`config.mk`:
```
export PLATFORM = sky130hd
export DESIGN_NAME = i2c_txn_sequencer_flat
export DESIGN_NICKNAME = d
export VERILOG_FILES = /design/src/rtl/i2c_txn_sequencer_if.sv /design/src/rtl/i2c_txn_sequencer.sv /design/src/flat_wrapper.sv
export SDC_FILE = /design/constraint.sdc
export NUM_CORES = 1
export LEC_CHECK = 0
export ABC_CLOCK_PERIOD_IN_PS = 1900
export CAP_MARGIN = 40
export CORE_MARGIN = 5
export CORE_UTILIZATION = 30
export CTS_BUF_LIST = sky130_fd_sc_hd__clkbuf_4
export DETAILED_ROUTE_END_ITERATION = 12
export GPL_TIMING_DRIVEN = 0
export MAX_ROUTING_LAYER = met4
export PLACE_DENSITY_LB_ADDON = 0.3
export SLEW_MARGIN = 20
export SYNTH_ARGS = -nofsm -noshare
export SYNTH_HDL_FRONTEND = slang
export SYNTH_SLANG_ARGS = --single-unit
```
`constraint.sdc`:
```
create_clock -name clk_400 -period 1.9 [get_ports clk_400]
set_input_delay 0.38 -clock clk_400 [delete_from_list [all_inputs] [get_ports clk_400]]
set_output_delay 0.38 -clock clk_400 [all_outputs]
set_load 0.005 [all_outputs]
```
`src/rtl/i2c_txn_sequencer_if.sv`:
```
`default_nettype none
// ============================================================================
// Interface : i2c_txn_sequencer_if
// Host command/response channel plus I2C-master control/status signals.
// Revision  : 1.0
// ============================================================================
interface i2c_txn_sequencer_if #(
  parameter int MAX_BYTES = 4
);
  localparam int LW = $clog2(MAX_BYTES + 1);

  logic                   cmd_valid;
  logic                   cmd_ready;
  logic [6:0]             cmd_addr;
  logic                   cmd_rw;
  logic [LW-1:0]          cmd_len;
  logic [8*MAX_BYTES-1:0] cmd_wdata;

  logic                   rsp_valid;
  logic                   rsp_ready;
  logic [1:0]             rsp_status;
  logic [LW-1:0]          rsp_count;
  logic [8*MAX_BYTES-1:0] rsp_rdata;

  logic                   m_start_txn;
  logic                   m_rw;
  logic [6:0]             m_sub_addr;
  logic [7:0]             m_data_in;
  logic                   m_next_byte;
  logic [7:0]             m_data_out;
  logic                   m_data_ready;
  logic                   m_busy;
  logic                   m_done;
  logic                   m_ack_error;
  logic                   m_byte_done;

  // master: the sequencer's view; slave: the host and I2C master around it
  modport master (
    input  cmd_valid, cmd_addr, cmd_rw, cmd_len, cmd_wdata, rsp_ready,
           m_data_out, m_data_ready, m_busy, m_done, m_ack_error, m_byte_done,
    output cmd_ready, rsp_valid, rsp_status, rsp_count, rsp_rdata,
           m_start_txn, m_rw, m_sub_addr, m_data_in, m_next_byte
  );

  modport slave (
    output cmd_valid, cmd_addr, cmd_rw, cmd_len, cmd_wdata, rsp_ready,
           m_data_out, m_data_ready, m_busy, m_done, m_ack_error, m_byte_done,
    input  cmd_ready, rsp_valid, rsp_status, rsp_count, rsp_rdata,
           m_start_txn, m_rw, m_sub_addr, m_data_in, m_next_byte
  );
endinterface
`default_nettype wire

```
`src/rtl/i2c_txn_sequencer.sv`:
```
`default_nettype none
// ============================================================================
// Module   : i2c_txn_sequencer
// One-command-per-transaction sequencer in front of an I2C master; defining
// I2C_SEQ_TIMEOUT_EN adds a launch-to-done watchdog.
// Revision : 1.0
// ============================================================================
module i2c_txn_sequencer #(
  parameter int MAX_BYTES   = 4,
  parameter int TIMEOUT_CYC = 1024
) (
  input  logic                clk_400,
  input  logic                rst,
  i2c_txn_sequencer_if.master bus
);
  localparam int LW = $clog2(MAX_BYTES + 1);
  localparam int DW = 8 * MAX_BYTES;
  localparam logic [LW-1:0] c_max_len = LW'(MAX_BYTES);

  typedef enum logic [1:0] {
    S_IDLE   = 2'd0,
    S_LAUNCH = 2'd1,
    S_XFER   = 2'd2,
    S_RESP   = 2'd3
  } state_t;

  state_t          state_q, state_d;
  logic [LW-1:0]   idx_q, idx_d;
  logic [6:0]      addr_q, addr_d;
  logic            rw_q, rw_d;
  logic [LW-1:0]   len_q, len_d;
  logic [DW-1:0]   wdata_q, wdata_d;
  logic            start_q, start_d;
  logic            rsp_valid_q, rsp_valid_d;
  logic [1:0]      rsp_status_q, rsp_status_d;
  logic [LW-1:0]   rsp_count_q, rsp_count_d;
  logic [DW-1:0]   rsp_rdata_q, rsp_rdata_d;
  logic            dr_prev_q;
  logic            done_prev_q;

  logic            w_active;
  logic            w_dr_rise;
  logic            w_done_rise;
  logic            w_next;
  logic [7:0]      w_cur_byte;

`ifdef I2C_SEQ_TIMEOUT_EN
  localparam int c_tw = $clog2(TIMEOUT_CYC + 1);
  logic [c_tw-1:0] wdog_q, wdog_d;
`else
  localparam int c_unused_timeout = TIMEOUT_CYC;
`endif

  assign w_active    = (state_q == S_LAUNCH) || (state_q == S_XFER);
  assign w_dr_rise   = bus.m_data_ready & ~dr_prev_q;
  assign w_done_rise = bus.m_done & ~done_prev_q;
  assign w_next      = ({1'b0, idx_q} + 1'b1) < {1'b0, len_q};

  // idx may legitimately reach MAX_BYTES, which selects no byte
  always_comb begin
    w_cur_byte = 8'd0;
    for (int i = 0; i < MAX_BYTES; i++) begin
      if (idx_q == LW'(i)) w_cur_byte = wdata_q[8*i +: 8];
    end
  end

  always_comb begin
    state_d      = state_q;
    idx_d        = idx_q;
    addr_d       = addr_q;
    rw_d         = rw_q;
    len_d        = len_q;
    wdata_d      = wdata_q;
    start_d      = start_q;
    rsp_valid_d  = rsp_valid_q;
    rsp_status_d = rsp_status_q;
    rsp_count_d  = rsp_count_q;
    rsp_rdata_d  = rsp_rdata_q;
`ifdef I2C_SEQ_TIMEOUT_EN
    wdog_d       = wdog_q;
`endif

    case (state_q)
      S_IDLE: begin
        if (bus.cmd_valid) begin
          addr_d      = bus.cmd_addr;
          rw_d        = bus.cmd_rw;
          len_d       = bus.cmd_len;
          wdata_d     = bus.cmd_wdata;
          idx_d       = '0;
          rsp_rdata_d = '0;
          if ((bus.cmd_len == '0) || (bus.cmd_len > c_max_len)) begin
            state_d      = S_RESP;
            rsp_valid_d  = 1'b1;
            rsp_status_d = 2'b11;
            rsp_count_d  = '0;
          end else begin
            state_d = S_LAUNCH;
            start_d = 1'b1;
`ifdef I2C_SEQ_TIMEOUT_EN
            wdog_d  = '0;
`endif
          end
        end
      end

      S_LAUNCH: begin
        if (bus.m_busy) begin
          start_d = 1'b0;
          state_d = S_XFER;
        end
      end

      S_XFER: begin
        if (!rw_q) begin
          if (bus.m_byte_done && (idx_q < len_q)) idx_d = idx_q + 1'b1;
        end else if (w_dr_rise && (idx_q < len_q)) begin
          for (int i = 0; i < MAX_BYTES; i++) begin
            if (idx_q == LW'(i)) rsp_rdata_d[8*i +: 8] = bus.m_data_out;
          end
          idx_d = idx_q + 1'b1;
        end
        // a byte landing on the same edge as done is already in idx_d
        if (w_done_rise) begin
          state_d     = S_RESP;
          rsp_valid_d = 1'b1;
          rsp_count_d = idx_d;
          if (bus.m_ack_error) rsp_status_d = (idx_d == '0) ? 2'b01 : 2'b10;
          else                 rsp_status_d = 2'b00;
        end
      end

      S_RESP: begin
        if (bus.rsp_ready) begin
          rsp_valid_d = 1'b0;
          state_d     = S_IDLE;
        end
      end

      default: state_d = S_IDLE;
    endcase

`ifdef I2C_SEQ_TIMEOUT_EN
    if (w_active) begin
      wdog_d = wdog_q + 1'b1;
      if ((wdog_q == c_tw'(TIMEOUT_CYC - 1)) &&
          !((state_q == S_XFER) && w_done_rise)) begin
        state_d      = S_RESP;
        start_d      = 1'b0;
        rsp_valid_d  = 1'b1;
        rsp_status_d = 2'b11;
        rsp_count_d  = idx_d;
      end
    end
`endif
  end

  always_ff @(posedge clk_400) begin
    if (rst) begin
      state_q      <= S_IDLE;
      idx_q        <= '0;
      addr_q       <= '0;
      rw_q         <= 1'b0;
      len_q        <= '0;
      wdata_q      <= '0;
      start_q      <= 1'b0;
      rsp_valid_q  <= 1'b0;
      rsp_status_q <= 2'b00;
      rsp_count_q  <= '0;
      rsp_rdata_q  <= '0;
      dr_prev_q    <= 1'b0;
      done_prev_q  <= 1'b0;
`ifdef I2C_SEQ_TIMEOUT_EN
      wdog_q       <= '0;
`endif
    end else begin
      state_q      <= state_d;
      idx_q        <= idx_d;
      addr_q       <= addr_d;
      rw_q         <= rw_d;
      len_q        <= len_d;
      wdata_q      <= wdata_d;
      start_q      <= start_d;
      rsp_valid_q  <= rsp_valid_d;
      rsp_status_q <= rsp_status_d;
      rsp_count_q  <= rsp_count_d;
      rsp_rdata_q  <= rsp_rdata_d;
      dr_prev_q    <= bus.m_data_ready;
      done_prev_q  <= bus.m_done;
`ifdef I2C_SEQ_TIMEOUT_EN
      wdog_q       <= wdog_d;
`endif
    end
  end

  assign bus.cmd_ready   = (state_q == S_IDLE);
  assign bus.rsp_valid   = rsp_valid_q;
  assign bus.rsp_status  = rsp_status_q;
  assign bus.rsp_count   = rsp_count_q;
  assign bus.rsp_rdata   = rsp_rdata_q;
  assign bus.m_start_txn = start_q;
  assign bus.m_rw        = w_active & rw_q;
  assign bus.m_sub_addr  = w_active ? addr_q : 7'd0;
  assign bus.m_data_in   = w_active ? w_cur_byte : 8'd0;
  assign bus.m_next_byte = w_active & w_next;
endmodule
`default_nettype wire
```
`src/flat_wrapper.sv`:
```
// flat-port wrapper written by rule: the top's interface ports become plain ports
module i2c_txn_sequencer_flat 
#(
  parameter int MAX_BYTES   = 4,
  parameter int TIMEOUT_CYC = 1024
)
  (clk_400, rst, bus_cmd_valid, bus_cmd_addr, bus_cmd_rw, bus_cmd_len, bus_cmd_wdata, bus_rsp_ready, bus_m_data_out, bus_m_data_ready, bus_m_busy, bus_m_done, bus_m_ack_error, bus_m_byte_done, bus_cmd_ready, bus_rsp_valid, bus_rsp_status, bus_rsp_count, bus_rsp_rdata, bus_m_start_txn, bus_m_rw, bus_m_sub_addr, bus_m_data_in, bus_m_next_byte);
  i2c_txn_sequencer_if #(.MAX_BYTES(MAX_BYTES)) bus_i ();
  input  logic clk_400;
  input  logic rst;
  input wire logic [$bits(bus_i.cmd_valid)-1:0] bus_cmd_valid;
  input wire logic [$bits(bus_i.cmd_addr)-1:0] bus_cmd_addr;
  input wire logic [$bits(bus_i.cmd_rw)-1:0] bus_cmd_rw;
  input wire logic [$bits(bus_i.cmd_len)-1:0] bus_cmd_len;
  input wire logic [$bits(bus_i.cmd_wdata)-1:0] bus_cmd_wdata;
  input wire logic [$bits(bus_i.rsp_ready)-1:0] bus_rsp_ready;
  input wire logic [$bits(bus_i.m_data_out)-1:0] bus_m_data_out;
  input wire logic [$bits(bus_i.m_data_ready)-1:0] bus_m_data_ready;
  input wire logic [$bits(bus_i.m_busy)-1:0] bus_m_busy;
  input wire logic [$bits(bus_i.m_done)-1:0] bus_m_done;
  input wire logic [$bits(bus_i.m_ack_error)-1:0] bus_m_ack_error;
  input wire logic [$bits(bus_i.m_byte_done)-1:0] bus_m_byte_done;
  output wire logic [$bits(bus_i.cmd_ready)-1:0] bus_cmd_ready;
  output wire logic [$bits(bus_i.rsp_valid)-1:0] bus_rsp_valid;
  output wire logic [$bits(bus_i.rsp_status)-1:0] bus_rsp_status;
  output wire logic [$bits(bus_i.rsp_count)-1:0] bus_rsp_count;
  output wire logic [$bits(bus_i.rsp_rdata)-1:0] bus_rsp_rdata;
  output wire logic [$bits(bus_i.m_start_txn)-1:0] bus_m_start_txn;
  output wire logic [$bits(bus_i.m_rw)-1:0] bus_m_rw;
  output wire logic [$bits(bus_i.m_sub_addr)-1:0] bus_m_sub_addr;
  output wire logic [$bits(bus_i.m_data_in)-1:0] bus_m_data_in;
  output wire logic [$bits(bus_i.m_next_byte)-1:0] bus_m_next_byte;
  assign bus_i.cmd_valid = bus_cmd_valid;
  assign bus_i.cmd_addr = bus_cmd_addr;
  assign bus_i.cmd_rw = bus_cmd_rw;
  assign bus_i.cmd_len = bus_cmd_len;
  assign bus_i.cmd_wdata = bus_cmd_wdata;
  assign bus_i.rsp_ready = bus_rsp_ready;
  assign bus_i.m_data_out = bus_m_data_out;
  assign bus_i.m_data_ready = bus_m_data_ready;
  assign bus_i.m_busy = bus_m_busy;
  assign bus_i.m_done = bus_m_done;
  assign bus_i.m_ack_error = bus_m_ack_error;
  assign bus_i.m_byte_done = bus_m_byte_done;
  assign bus_cmd_ready = bus_i.cmd_ready;
  assign bus_rsp_valid = bus_i.rsp_valid;
  assign bus_rsp_status = bus_i.rsp_status;
  assign bus_rsp_count = bus_i.rsp_count;
  assign bus_rsp_rdata = bus_i.rsp_rdata;
  assign bus_m_start_txn = bus_i.m_start_txn;
  assign bus_m_rw = bus_i.m_rw;
  assign bus_m_sub_addr = bus_i.m_sub_addr;
  assign bus_m_data_in = bus_i.m_data_in;
  assign bus_m_next_byte = bus_i.m_next_byte;
  i2c_txn_sequencer #(.MAX_BYTES(MAX_BYTES), .TIMEOUT_CYC(TIMEOUT_CYC)) u_core (.clk_400(clk_400), .rst(rst), .bus(bus_i));
endmodule
```
# == Word-level counts from Yosys, hierarchy flattened ==
# Cells that the tools add are included.
# word_totals
output_inout_bits,57
mem_bits_ro,0
mem_bits_rw,0
n_memories,0
regBits,89
latchBits,0
# op_classes
eq_ne,18
n_mux,45
n_mul,0
bitwise,6
add_sub_neg,2
n_lt_le_gt_ge,3
n_reduce_logical,21
div_mod_pow,0
shift,0
# ops
cell,count
2-to-1 mux 32 bit,3
2-to-1 mux 8 bit,9
one-hot mux 32 bit (2 select lines),1
AND reduction 5 bit,5
2-to-1 mux 3 bit,8
2-to-1 mux 2 bit,10
!= test 2 bit (second input constant),9
one-hot mux 3 bit (2 select lines),2
AND reduction 4 bit,3
zero test 3 bit,3
one-hot mux 2 bit (4 select lines),1
2-to-1 mux 1 bit,7
2-to-1 mux 7 bit,1
== test 3 x 2 -> 1 bit (second input constant),2
!= test 2 x 1 -> 1 bit (second input constant),3
adder 3 x 1 -> 4 bit (second input constant),1
bitwise AND 1 bit,4
== test 2 bit (second input constant),2
< comparator 4 x 3 -> 1 bit,1
one-hot mux 2 bit (2 select lines),1
AND reduction 2 bit,2
nonzero test 2 bit,2
adder 3 x 1 -> 3 bit (second input constant),1
== test 3 x 1 -> 1 bit (second input constant),1
10 further kinds,13

# == Longest topological paths before layout ==
# Gate-level depths: netlist of the first run.
# logic_depth
ltp_word,11
mapped_depth,9

# == Worst setup path before layout of the first run ==
# OpenSTA, ideal clock, no wires.
# synth_timing
path_type,register -> output
startpoint,register u_core.idx_q[0]
endpoint,output port bus_m_next_byte
slack_ps,-48
stages_incl_launch_ff,8
required_ps,1520
n_path_buf,1
t_arrival_ps,1568
cell_sequence,dfxtp_1 > buf_6 > inv_1 > ha_1 > ha_1 > a21boi_0 > o21ai_0 > and4b_1
# synth_via
elab_chain_cells,3
# synth_lines
item,line_no,text
start: declaration,i2c_txn_sequencer.sv:28,"logic [LW-1:0] idx_q, idx_d;"
start signal: assignment,i2c_txn_sequencer.sv:178,idx_q <= idx_d;
adder 3 x 1 -> 4 bit,i2c_txn_sequencer.sv:57,"assign w_next = ({1'b0, idx_q} + 1'b1) < {1'b0, len_q};"
< comparator 4 x 3 -> 1 bit,i2c_txn_sequencer.sv:57,
bitwise AND 1 bit,i2c_txn_sequencer.sv:205,assign bus.m_next_byte = w_active & w_next;
end: declaration,flat_wrapper.sv:32,output wire logic [$bits(bus_i.m_next_byte)-1:0] bus_m_next_byte;
# No other way between the ends.

# == Worst setup path after layout of the first run ==
# Same ends and word-level chain as after synthesis.

==> results of run 1 <==
## final cells by class
| class | count | share of cell area, % |
|---|---|---|
| buffer | 22 | 2.52 |
| clock buffer | 9 | 1.08 |
| clock inverter | 7 | 1.24 |
| inverter | 15 | 1.16 |
| multi-input combinational | 340 | 38.6 |
| sequential | 89 | 28.7 |
| tap | 176 | 3.52 |
| timing repair buffer | 148 | 23.0 |
| timing repair inverter | 1 | 0.260 |
## cell usage after synthesis, types with 4 or more instances
| library cell | number |
|---|---|
| and2_1 | 17 |
| nor3_1 | 4 |
| dfxtp_1 | 89 |
| a22oi_1 | 8 |
| nand3_1 | 13 |
| o21ai_4 | 4 |
| clkbuf_1 | 19 |
| inv_1 | 13 |
| a21oi_1 | 56 |
| nor2_1 | 12 |
| a31oi_1 | 10 |
| mux2i_1 | 4 |
| nand2_1 | 109 |
| buf_2 | 4 |
| nor2b_1 | 13 |
| nand2b_1 | 10 |
| ha_1 | 13 |
| o21ai_0 | 11 |
| a22o_1 | 26 |
## kinds of logic (layout without fill, tap and decap cells)
group | count (synthesis) | count (layout) | synth area share [%]
AND/OR/NAND/NOR | 191 | 191 | 23.4
AO/OA/AOI/OAI | 128 | 128 | 21.5
flip-flops | 89 | 89 | 44.4
buffers and inverters | 42 | 202 | 4.46
adder cells (fa/ha/maj) | 13 | 13 | 4.05
multiplexers | 7 | 7 | 1.93
XOR/XNOR | 1 | 1 | 0.218
## worst register-to-register path: stages, from the launching register on
cell      delay [ns]
dfxtp_2         0.37
buf_4           0.12
buf_6           0.10
ha_4            0.17
buf_12          0.15
clkinv_8        0.07
buf_4           0.13
buf_4           0.14
nor4_4          0.34
o21ai_4         0.15
a22o_1          0.25
## final timing paths
kind	from	to	slack [ns]
worst max-delay path	u_core.idx_q[0]	bus_m_next_byte	-0.67
worst min-delay path	rst	u_core.idx_q[1]	0.39
worst max register to register	u_core.idx_q[0]	u_core.bus.rsp_rdata[13]	-0.17
worst min register to register	u_core.addr_q[1]	u_core.addr_q[1]	0.46
## state kept, by name (all words and copies together) (netlist names)
register                cells
u_core.addr_q               7
u_core.state_q              2
u_core.bus.rsp_count        3
u_core.bus.m_start_txn      1
u_core.bus.rsp_status       2
u_core.bus.rsp_valid        1
u_core.done_prev_q          1
u_core.len_q                3
u_core.bus.rsp_rdata       32
u_core.wdata_q             32
u_core.idx_q                3
u_core.rw_q                 1
u_core.dr_prev_q            1
## power groups by stage
stage	logic [mW]	registers, mW	clock network [mW]
4_1_cts	2.33	2.25	1.14
5_1_grt	2.76	2.29	1.23
3_5_place_dp	1.89	2.28	0
3_3_place_gp	1.86	2.27	0
6_report	2.54	2.26	1.13
2_1_floorplan	1.17	2.24	0
## per-stage QoR
stage / setup WS [ns] / cell area [um^2] / setup TNS [ns] / instances
global placement: -0.771 / 5400 / -32.28 / 762
global route: -0.744 / 6250 / -9.78 / 807
floorplan: 0.0184 / 4030 / 0 / 471
CTS: -0.677 / 6020 / -7.20 / 801
detailed placement: -0.807 / 5400 / -36.79 / 762
finish: -0.665 / 6250 / -7.34 / 807
## timing repair
item,in CTS,in global routing
setup buffers,24,10
pin swaps,36,31
cloned,2,0
resized for setup,169,44
endpoints found under the setup margin,91,74
## routing by layer
metal	routed length (um)	track usage (%)	part of all wire [%]	up-vias
met3	661	3.73	5.2	29
met4	301	6.63	2.4	0
met1	5650	19.9	45	1848
li1	-	-	-	1939
met2	6040	26.1	48	113
met5	0	-	0	-
==> impl_summary.md, run 1 <==
Outcome
The run finished, with violations left. The checks that failed: setup timing.

CTS
The clock root buffer master is clkbuf_4. The number of buffers inserted by hold repair at cts is 0. The number of sinks handled by clock tree synthesis is 89. The total number of H-tree levels is 3. The clock tree buffer depth is 2. Clock tree synthesis inserted a total of 9 buffers. At the later pin of the worst-skew pair, clock insertion delay measures 0.46 ns. The CTS tree is built. Clock-pin slew was measured on the worst setup and hold paths at 0.15 ns.

Worst setup path
In this design, the stage delay of the slowest critical-path cell is 0.35 ns. The type of element capturing the critical path is a primary output. The cell depth of the worst setup path is 8.

The critical path is of the flop to primary output type. The startpoint class of the critical path is a flop. The kind of cell with the highest combined delay along the critical path is adder cells. In this run the worst path has a maximum fanout of 4.

For the worst flop-to-flop path, the logic depth is 10. The data required time at the worst endpoint is 1.52 ns. The cell with the largest stage delay on the worst path is dfxtp_2. The combined buffer and inverter count along the critical path is 3. Walking the worst path, the cells encountered are buf_4 -> ha_2 -> ha_4 -> inv_2 -> ha_1 -> o21ai_1 -> and4b_1 -> buf_2. The arrival time at the worst endpoint is 2.19 ns.

Floorplan
The core region is 13200 um^2. During I/O placement, the number of pins put on the boundary was 117. The vertical die dimension is 126 um. The number of standard-cell rows in the floorplan is 42. The die covers 15800 um^2. In this run the horizontal extent of the chip is 126 um. The initial utilization of the core area, before any placement, comes to 30.4%.

Pwr
The sequential group share of total power is 38.2%. In this run switching power makes up 36.1% of total power. The internal power of the cells totals 3.79 mW.

IR analysis of the VDD net gives a maximum drop of 311 uV. In this run the power spent charging and discharging nets is 2.14 mW. The total power divided by cell area is 948 nW/um^2. The leakage component of the power is 2.29 nW. The clock network is responsible for 19.0% of the overall power. Per report_power, the combinational group accounts for 42.9% of the total. The post-route total power is 5.93 mW.

Synthesis
Synthesis handed over a netlist of 471 instances. The post-synth net total is 544. The average instance area after synthesis is 8.52 um^2. Among all flip-flop cells after synthesis, the most frequent one is dfxtp_1. The number of enable-type register cells in the synthesized netlist is 0. Yosys attributes the largest share of cell area to dfxtp_1, nand2_1, a21oi_1, a22o_1, ha_1. The synthesized netlist occupies a cell area of 4010 um^2. The count of unique library cells instantiated by Yosys is 46. Summed over its instances, the top area cell type makes up 44.4% of the synthesized netlist area. In the synthesized netlist the async set-or-reset flop fraction comes to 0%. The dominant cell type by area after synthesis is dfxtp_1.

The Yosys step of the flow raised 0 warnings. The sequential element share of the synthesized area is 44.4%. After synthesis the netlist holds a flip-flop and latch count of 89.

Final layout
The total area of multi-input combinational cells is 2410 um^2. The footprint of the flip-flops and latches is 1790 um^2. Cells with a size suffix above 1 make up 24.9% of the layout. The top cell types in the final layout, fill and taps aside, are nand2_1, clkdlybuf4s50_1, dfxtp_1. For this run, the post-layout net count is 699. After filler insertion, the fill cell instance count of the layout stands at 1244.

For this run, the share of the core covered by cells in the final layout is 47.4%. From synthesis to final layout, the design area changed by 55.7%. The number of antenna diodes in the final layout is 0. The most common cell after layout, fill and taps aside is nand2_1.

Route
For this run, design rule violations remaining after detail routing come to 0. In the routed layout, each cell is associated on average with a via count of 4.87. Wires add up to 12700 um. In the final routed layout, each cell accounts on average for 15.7 um. The first detailed-routing pass took 4 iterations. The first-iteration detailed-routing DRC count is 305. The number of antenna-violating nets in the routed design is 0. The total number of vias is 3929.

Global route
The first global-routing pass estimated 20400 um of wire. The sum of overflow across all layers after global routing is 0. In the global route stage, overall resource usage came out at 16.3%. Entering global routing, the biggest net connects 17 pins.

The initial antenna violation count is 0. The via count of the first global-routing pass was 3993.

Timing
The transition time of the tightest slew-check pin is 0.614 ns. The final hold violation count came to 0. Of the available clock period, the critical path in the final layout requires 135%. Setup repair after global routing could not meet its margin everywhere. Clock skew on the completed layout was measured at 0.00751 ns. The upper clock frequency limit is 390 MHz. Once routing completed, OpenROAD measured the worst setup slack at -0.665 ns. The number of setup violations in the final report is 25.

The clock period minus worst slack is 2.57 ns. The final-report max-slew violation count came to 0. The minimum hold slack is 0.386 ns.

The remaining max-slew budget at the tightest pin is 59.0%.

Placement
Input and output buffers added on the ports amount to 115. The post-DP HPWL is 9150 um. The congestion estimate from routability-driven global placement came to 0.857.

Hold path
The hold path depth is 3. The type of the most critical hold path is input port to flop.

Job
The max capacitance violation total is 0.
(Power assumes the default switching activity.)
==> run 2: changes to the inputs <==
Settings changed: DONT_BUFFER_PORTS from default to 1, SKIP_CTS_REPAIR_TIMING from default to 1, SKIP_LAST_GASP from default to 1.
==> impl_summary.md, run 2 (synthesized netlist as in run 1, its figures left out) <==
Final layout
The share of final-layout standard cells stronger than drive strength 1 is 21.7% (was 24.9%). The layout filler cell count came to 1356 (was 1244). The layout overhead on the synthesized area was 26.5% (was 55.7%).

The final antenna diode count was 0 (unchanged). Leading cell types in the layout, fill and taps excluded: nand2_1, dfxtp_1, a21oi_1 (was nand2_1, clkdlybuf4s50_1, dfxtp_1). The final standard cell count with taps included and fillers excluded is 705 (was 807). The total number of nets in the final design is 597 (was 699). The most common cell after layout, fill and taps aside is nand2_1 (unchanged).

Worst setup path
In this design, the critical path's most frequently occurring cell is ha_4. The cell with the largest stage delay on the worst path is dfxtp_4 (was dfxtp_2). Worst path cell trace: buf_6 -> inv_4 -> ha_4 -> ha_4 -> a21boi_2 -> o21ai_1 -> and4b_2 (was buf_4 -> ha_2 -> ha_4 -> inv_2 -> ha_1 -> o21ai_1 -> and4b_1 -> buf_2).

The worst-case register-to-register setup slack is -0.02 ns (was -0.17 ns). The maximum fanout along the worst path came to 3 (was 4). The cell depth of the worst setup path came to 7 (was 8). The startpoint class of the critical path is a flop (unchanged). The data required time at the worst endpoint is 1.52 ns (about the same). The critical path start-end classification is flop to primary output (unchanged).

The arrival time at the worst endpoint is 1.98 ns (was 2.19 ns). The type of element capturing the critical path is a primary output (unchanged). The combined buffer and inverter count along the critical path is 2 (was 3). The cell family contributing the most delay on the critical path is adder cells (unchanged).

The peak per-stage delay on the critical path is 0.39 ns (was 0.35 ns). The worst-case reg-to-reg path depth is 8 (was 10).

Timing
The number of setup violations in the final report is 19 (was 25). The final-report max-slew violation count was 0 (unchanged). The remaining max-slew budget at the tightest pin is 60.4% (was 59.0%). The worst setup slack after layout was -0.457 ns (was -0.665 ns). The part of the cycle the worst path needs came to 124% (was 135%).

The transition time of the tightest slew-check pin is 0.595 ns (was 0.614 ns). The final hold violation count is 0 (unchanged). The upper clock frequency limit is 424 MHz (was 390 MHz). RSZ-0062 raised after global routing: yes (unchanged). The clock period minus worst slack is 2.36 ns (was 2.57 ns). The worst-case clock skew is 0.0142 ns (was 0.00751 ns).

Route
The sum of routed wire length over all layers is 11900 um (was 12700 um). The count of unresolved DRC violations after routing was 0 (unchanged). The first-pass iteration count of the detailed router is 4 (unchanged). The average wire per cell in the routed design is 16.9 um (was 15.7 um). The average via count per standard cell is 4.95 (was 4.87).

The total number of vias is 3489 (was 3929). The number of antenna-violating nets in the routed design is 0 (unchanged). The first-iteration detailed-routing DRC count is 144 (was 305).

Floorplan
The starting utilization of the core area came to 30.4% (unchanged). The count of pins on the block boundary is 117 (unchanged). The die outline width was 126 um (unchanged). The number of standard-cell rows in the floorplan is 42 (unchanged). The die outline area was 15800 um^2 (unchanged). The placeable core region is 13200 um^2 (unchanged).

The vertical die dimension is 126 um (unchanged).

Placement
The post-DP HPWL is 8710 um (was 9150 um). The worst slack at placement is -0.467 ns (was -0.807 ns). The number of cells in the design after placement was 647 (was 762). The number of buffers inserted by port buffering was 0 (was 115). The final estimated routing congestion in global placement was 0.793 (was 0.857).

CTS
The clock tree buffer depth is 2 (unchanged). The total number of H-tree levels came to 3 (unchanged). The clock latency on the worst-skew pair is 0.45 ns (was 0.46 ns). The CTS tree is built (unchanged). The number of sinks handled by clock tree synthesis was 89 (unchanged). The clock-pin transition on the worst setup and hold timing paths is 0.15 ns (about the same).

The clock root buffer master is clkbuf_4 (unchanged). The number of CTS-inserted buffers is 9 (unchanged).

Global route
The via count of the first global-routing pass is 3269 (was 3993). The sum of overflow across all layers after global routing was 0 (unchanged). The largest net degree at the start of global routing came to 17 (unchanged). The initial antenna violation count came to 0 (unchanged).

The overall track demand over capacity in global routing was 14.7% (was 16.3%). The wire length of the first global-routing pass came to 17800 um (was 20400 um).

Hold path
The type of the most critical hold path was input port to flop (unchanged). The hold path depth is 2 (was 3).

Pwr
The post-route total power came to 5.39 mW (was 5.93 mW). The worst-case vdd ir drop is 486 uV (was 311 uV). The total power divided by cell area was 1060 nW/um^2 (was 948 nW/um^2). The leakage component of the power is 1.81 nW (was 2.29 nW).

Outcome
Violated checks: setup timing (unchanged). Outcome: complete, but fails checks (unchanged).

Job
The max capacitance violation total is 0 (unchanged).
-- run 2: layer usage --
layer | vias up | share of wire [%] | global-route usage [%]
met5 | - | 0 | -
li1 | 1736 | - | -
met4 | 0 | 1.4 | 4.15
met2 | 98 | 47 | 22.8
met3 | 13 | 8.0 | 6.86
met1 | 1642 | 44 | 17.2
-- run 2: final timing paths --
kind / startpoint / endpoint
worst min register to register: u_core.wdata_q[14] / u_core.wdata_q[14]
worst max-delay path: u_core.idx_q[0] / bus_m_next_byte
worst min-delay path: bus_cmd_addr[5] / u_core.addr_q[5]
worst max register to register: u_core.idx_q[1] / u_core.bus.rsp_rdata[12]
-- run 2: per-stage QoR --
step | TNS, ns | instance area, um^2 | hold slack (ns) | util, %
final | -3.84 | 5080 | 0.0373 | 38.5
after global routing | -7.34 | 5080 | 0.00394 | 38.5
after CTS | -31.22 | 4400 | -0.0328 | 33.3
after detailed placement | -19.10 | 4250 | 0.445 | 32.2
after global placement | -16.15 | 4250 | 0.437 | 32.2
after floorplan | 0 | 4030 | 0.432 | -
-- run 2: layout make-up --
cell class,instances,area (um^2),area share [%]
multi-input combinational,340,2270,44.7
sequential,89,1790,35.3
timing repair buffer,46,447,8.80
tap,176,220,4.34
buffer,23,136,2.69
clock buffer,10,75.1,1.48
clock inverter,6,72.6,1.43
inverter,15,61.3,1.21
-- run 2: report_power, final --
part | switching, mW | total [mW] | internal (mW)
registers | 0.149 | 2.25 | 2.11
clock network | 0.699 | 1.13 | 0.433
logic | 1.13 | 2.00 | 0.876
total | 1.98 | 5.39 | 3.41
==> run 3: changes to the inputs <==
Settings changed: ABC_CLOCK_PERIOD_IN_PS 1900 to 2400, CAP_MARGIN 40 to 20.
Clock period 1.9 ns to 2.4 ns, I/O delays scaled along.
==> impl_summary.md, run 3 (synthesized netlist as in run 1, its figures left out) <==
Outcome
Outcome: complete, but fails checks (unchanged). Violated checks: setup timing (unchanged).

Global route
The wire length of the first global-routing pass is 17900 um (was 17800 um). The initial antenna violation count is 0 (unchanged). The largest net degree at the start of global routing came to 16 (was 17).

The sum of overflow across all layers after global routing is 0 (unchanged). The met3 track demand over resource was 6.18% (was 6.86%). The met2 demand-to-capacity share in global routing is 22.7% (was 22.8%). The overall track demand over capacity in global routing is 14.7% (about the same). The busiest metal layer after global routing was met2 (unchanged). The via count of the first global-routing pass is 3312 (was 3269). The global-route track usage on met1 came to 17.6% (was 17.2%).

Timing
The upper clock frequency limit is 403 MHz. RSZ-0062 raised after global routing: yes (unchanged). The final hold violation count is 0 (unchanged).

The worst setup slack after layout is -0.0824 ns (was -0.457 ns). The worst-case clock skew is 0.00888 ns (was 0.0142 ns). The part of the cycle the worst path needs is 103%.

The final-report max-slew violation count was 0 (unchanged). The remaining max-slew budget at the tightest pin came to 62.7% (was 60.4%). The transition time of the tightest slew-check pin is 0.559 ns (was 0.595 ns).

The number of setup violations in the final report is 7 (was 19). The setup total negative slack came to -0.216 ns (was -3.84 ns). The clock period minus worst slack is 2.48 ns.

The minimum hold slack is 0.120 ns (was 0.0373 ns).

Pwr
The sequential group share of total power is 43.9% (was 41.8%). The total power divided by cell area was 864 nW/um^2 (was 1060 nW/um^2). The cell-internal power is 2.59 mW (was 3.41 mW).

The share of total power consumed by net switching was 36.5% (was 36.7%). The share of power burned in combinational logic came to 32.0% (was 37.2%). The post-route total power came to 4.08 mW (was 5.39 mW).

The leakage component of the power was 1.67 nW (was 1.81 nW). The clock group share of total power is 24.1% (was 21.0%). The switching component of the power came to 1.49 mW (was 1.98 mW).

The worst-case vdd ir drop is 448 uV (was 486 uV).

CTS
The clock latency on the worst-skew pair is 0.45 ns (about the same). The clock-pin transition on the worst setup and hold timing paths is 0.14 ns (was 0.15 ns). The number of CTS-inserted buffers is 9 (unchanged). The number of sinks handled by clock tree synthesis was 89 (unchanged).

The clock tree buffer depth came to 2 (unchanged). The total number of H-tree levels came to 3 (unchanged). The CTS tree was built (unchanged). The clock root buffer master is clkbuf_4 (unchanged).

Route
The sum of routed wire length over all layers is 11900 um (about the same). The first-iteration detailed-routing DRC count is 224 (was 144). The average wire per cell in the routed design is 17.6 um (was 16.9 um). The total number of vias was 3432 (was 3489). The average via count per standard cell is 5.06 (was 4.95). The number of antenna-violating nets in the routed design was 0 (unchanged). The first-pass iteration count of the detailed router is 5 (was 4).

The count of unresolved DRC violations after routing is 0 (unchanged).

Final layout
The total number of nets in the final design is 570 (was 597). The final instance area came to 4720 um^2 (was 5080 um^2). The layout overhead on the synthesized area came to 17.5% (was 26.5%).

The most common cell after layout, fill and taps aside is nand2_1 (unchanged). The share of final-layout standard cells stronger than drive strength 1 was 16.3% (was 21.7%). Leading cell types in the layout, fill and taps excluded: nand2_1, dfxtp_1, a21oi_1 (unchanged). The final antenna diode count is 0 (unchanged). The layout filler cell count came to 1373 (was 1356). The total area of multi-input combinational cells was 2200 um^2 (was 2270 um^2). The footprint of the flip-flops and latches is 1790 um^2 (about the same).

Worst setup path
The critical path's most frequent cell is ha_4 (unchanged). The worst-case reg-to-reg path depth is 7 (was 8). The peak per-stage delay on the critical path is 0.41 ns (was 0.39 ns). The data required time at the worst endpoint is 1.92 ns (was 1.52 ns). The startpoint class of the critical path was a flop (unchanged). The maximum fanout along the worst path was 3 (unchanged). The cell depth of the worst setup path is 7 (unchanged). The critical path start-end classification is flop to primary output (unchanged). The combined buffer and inverter count along the critical path is 2 (unchanged). Worst path cell trace: buf_6 -> inv_6 -> ha_4 -> ha_4 -> a21boi_2 -> o21ai_1 -> and4b_2 (was buf_6 -> inv_4 -> ha_4 -> ha_4 -> a21boi_2 -> o21ai_1 -> and4b_2). The cell family contributing the most delay on the critical path is adder cells (unchanged). The type of element capturing the critical path is a primary output (unchanged). The cell with the largest stage delay on the worst path is dfxtp_4 (unchanged). The arrival time at the worst endpoint came to 2.00 ns (was 1.98 ns).

Placement
The number of buffers inserted by port buffering came to 0 (unchanged). The post-DP HPWL was 8740 um (was 8710 um). The final estimated routing congestion in global placement is 0.824 (was 0.793). The standard cell area after detailed placement was 4230 um^2 (was 4250 um^2). The worst slack at placement is -0.134 ns (was -0.467 ns).

Floorplan
The count of pins on the block boundary was 117 (unchanged). The starting utilization of the core area is 30.4% (unchanged). The placeable core region is 13200 um^2 (unchanged). The die outline width is 126 um (unchanged). The die outline area is 15800 um^2 (unchanged). The number of standard-cell rows in the floorplan came to 42 (unchanged). The vertical die dimension was 126 um (unchanged).

Hold path
The type of the most critical hold path is input port to flop (unchanged). The hold path depth is 1 (was 2).

Job
The max capacitance violation total came to 0 (unchanged).
## run 3: worst paths after layout
kind / startpoint / to / slack, ns
setup / recovery: u_core.idx_q[0] / bus_m_next_byte / -0.08
hold / removal: bus_m_busy / u_core.bus.m_start_txn / 0.12
setup reg to reg: u_core.state_q[0] / u_core.bus.rsp_rdata[13] / 0.27
hold reg to reg: u_core.wdata_q[15] / u_core.wdata_q[15] / 0.46
## run 3: per-stage QoR
| stage | std cells | utilization, % |
|---|---|---|
| floorplan | 471 | - |
| global placement | 647 | 32.1 |
| detailed placement | 647 | 32.1 |
| CTS | 663 | 33.4 |
| global route | 678 | 35.8 |
| finish | 678 | 35.8 |
## run 3: final cells by class
type	count	share of cell area [%]
Clock inverter	6	1.91
Sequential cell	89	38.0
Clock buffer	10	1.59
Buffer	25	2.92
Timing Repair Buffer	17	2.92
Tap cell	176	4.67
Multi-Input combinational cell	340	46.6
Inverter	15	1.46
## run 3: power by group through the flow
stage	sequential (mW)	clock (mW)	combinational, mW
finish	1.79	0.982	1.30
global route	1.81	1.08	1.45
CTS	1.78	1.03	1.24
detailed placement	1.82	0	1.24
global placement	1.81	0	1.22
floorplan	1.78	0	0.922
## run 3: worst reg2reg max path, cell delays in order (launching register included)
cell and delay, ns:
dfxtp_1 0.36, inv_1 0.11, ha_1 0.31, clkbuf_1 0.42
clkbuf_1 0.44, nand2_1 0.09, nor2_1 0.21, a22o_1 0.16
## run 3: layer usage
metal	routed length [um]	share of wire [%]
met4	106	0.89
met3	1070	9.0
met1	5120	43
met5	0	0
met2	5640	47
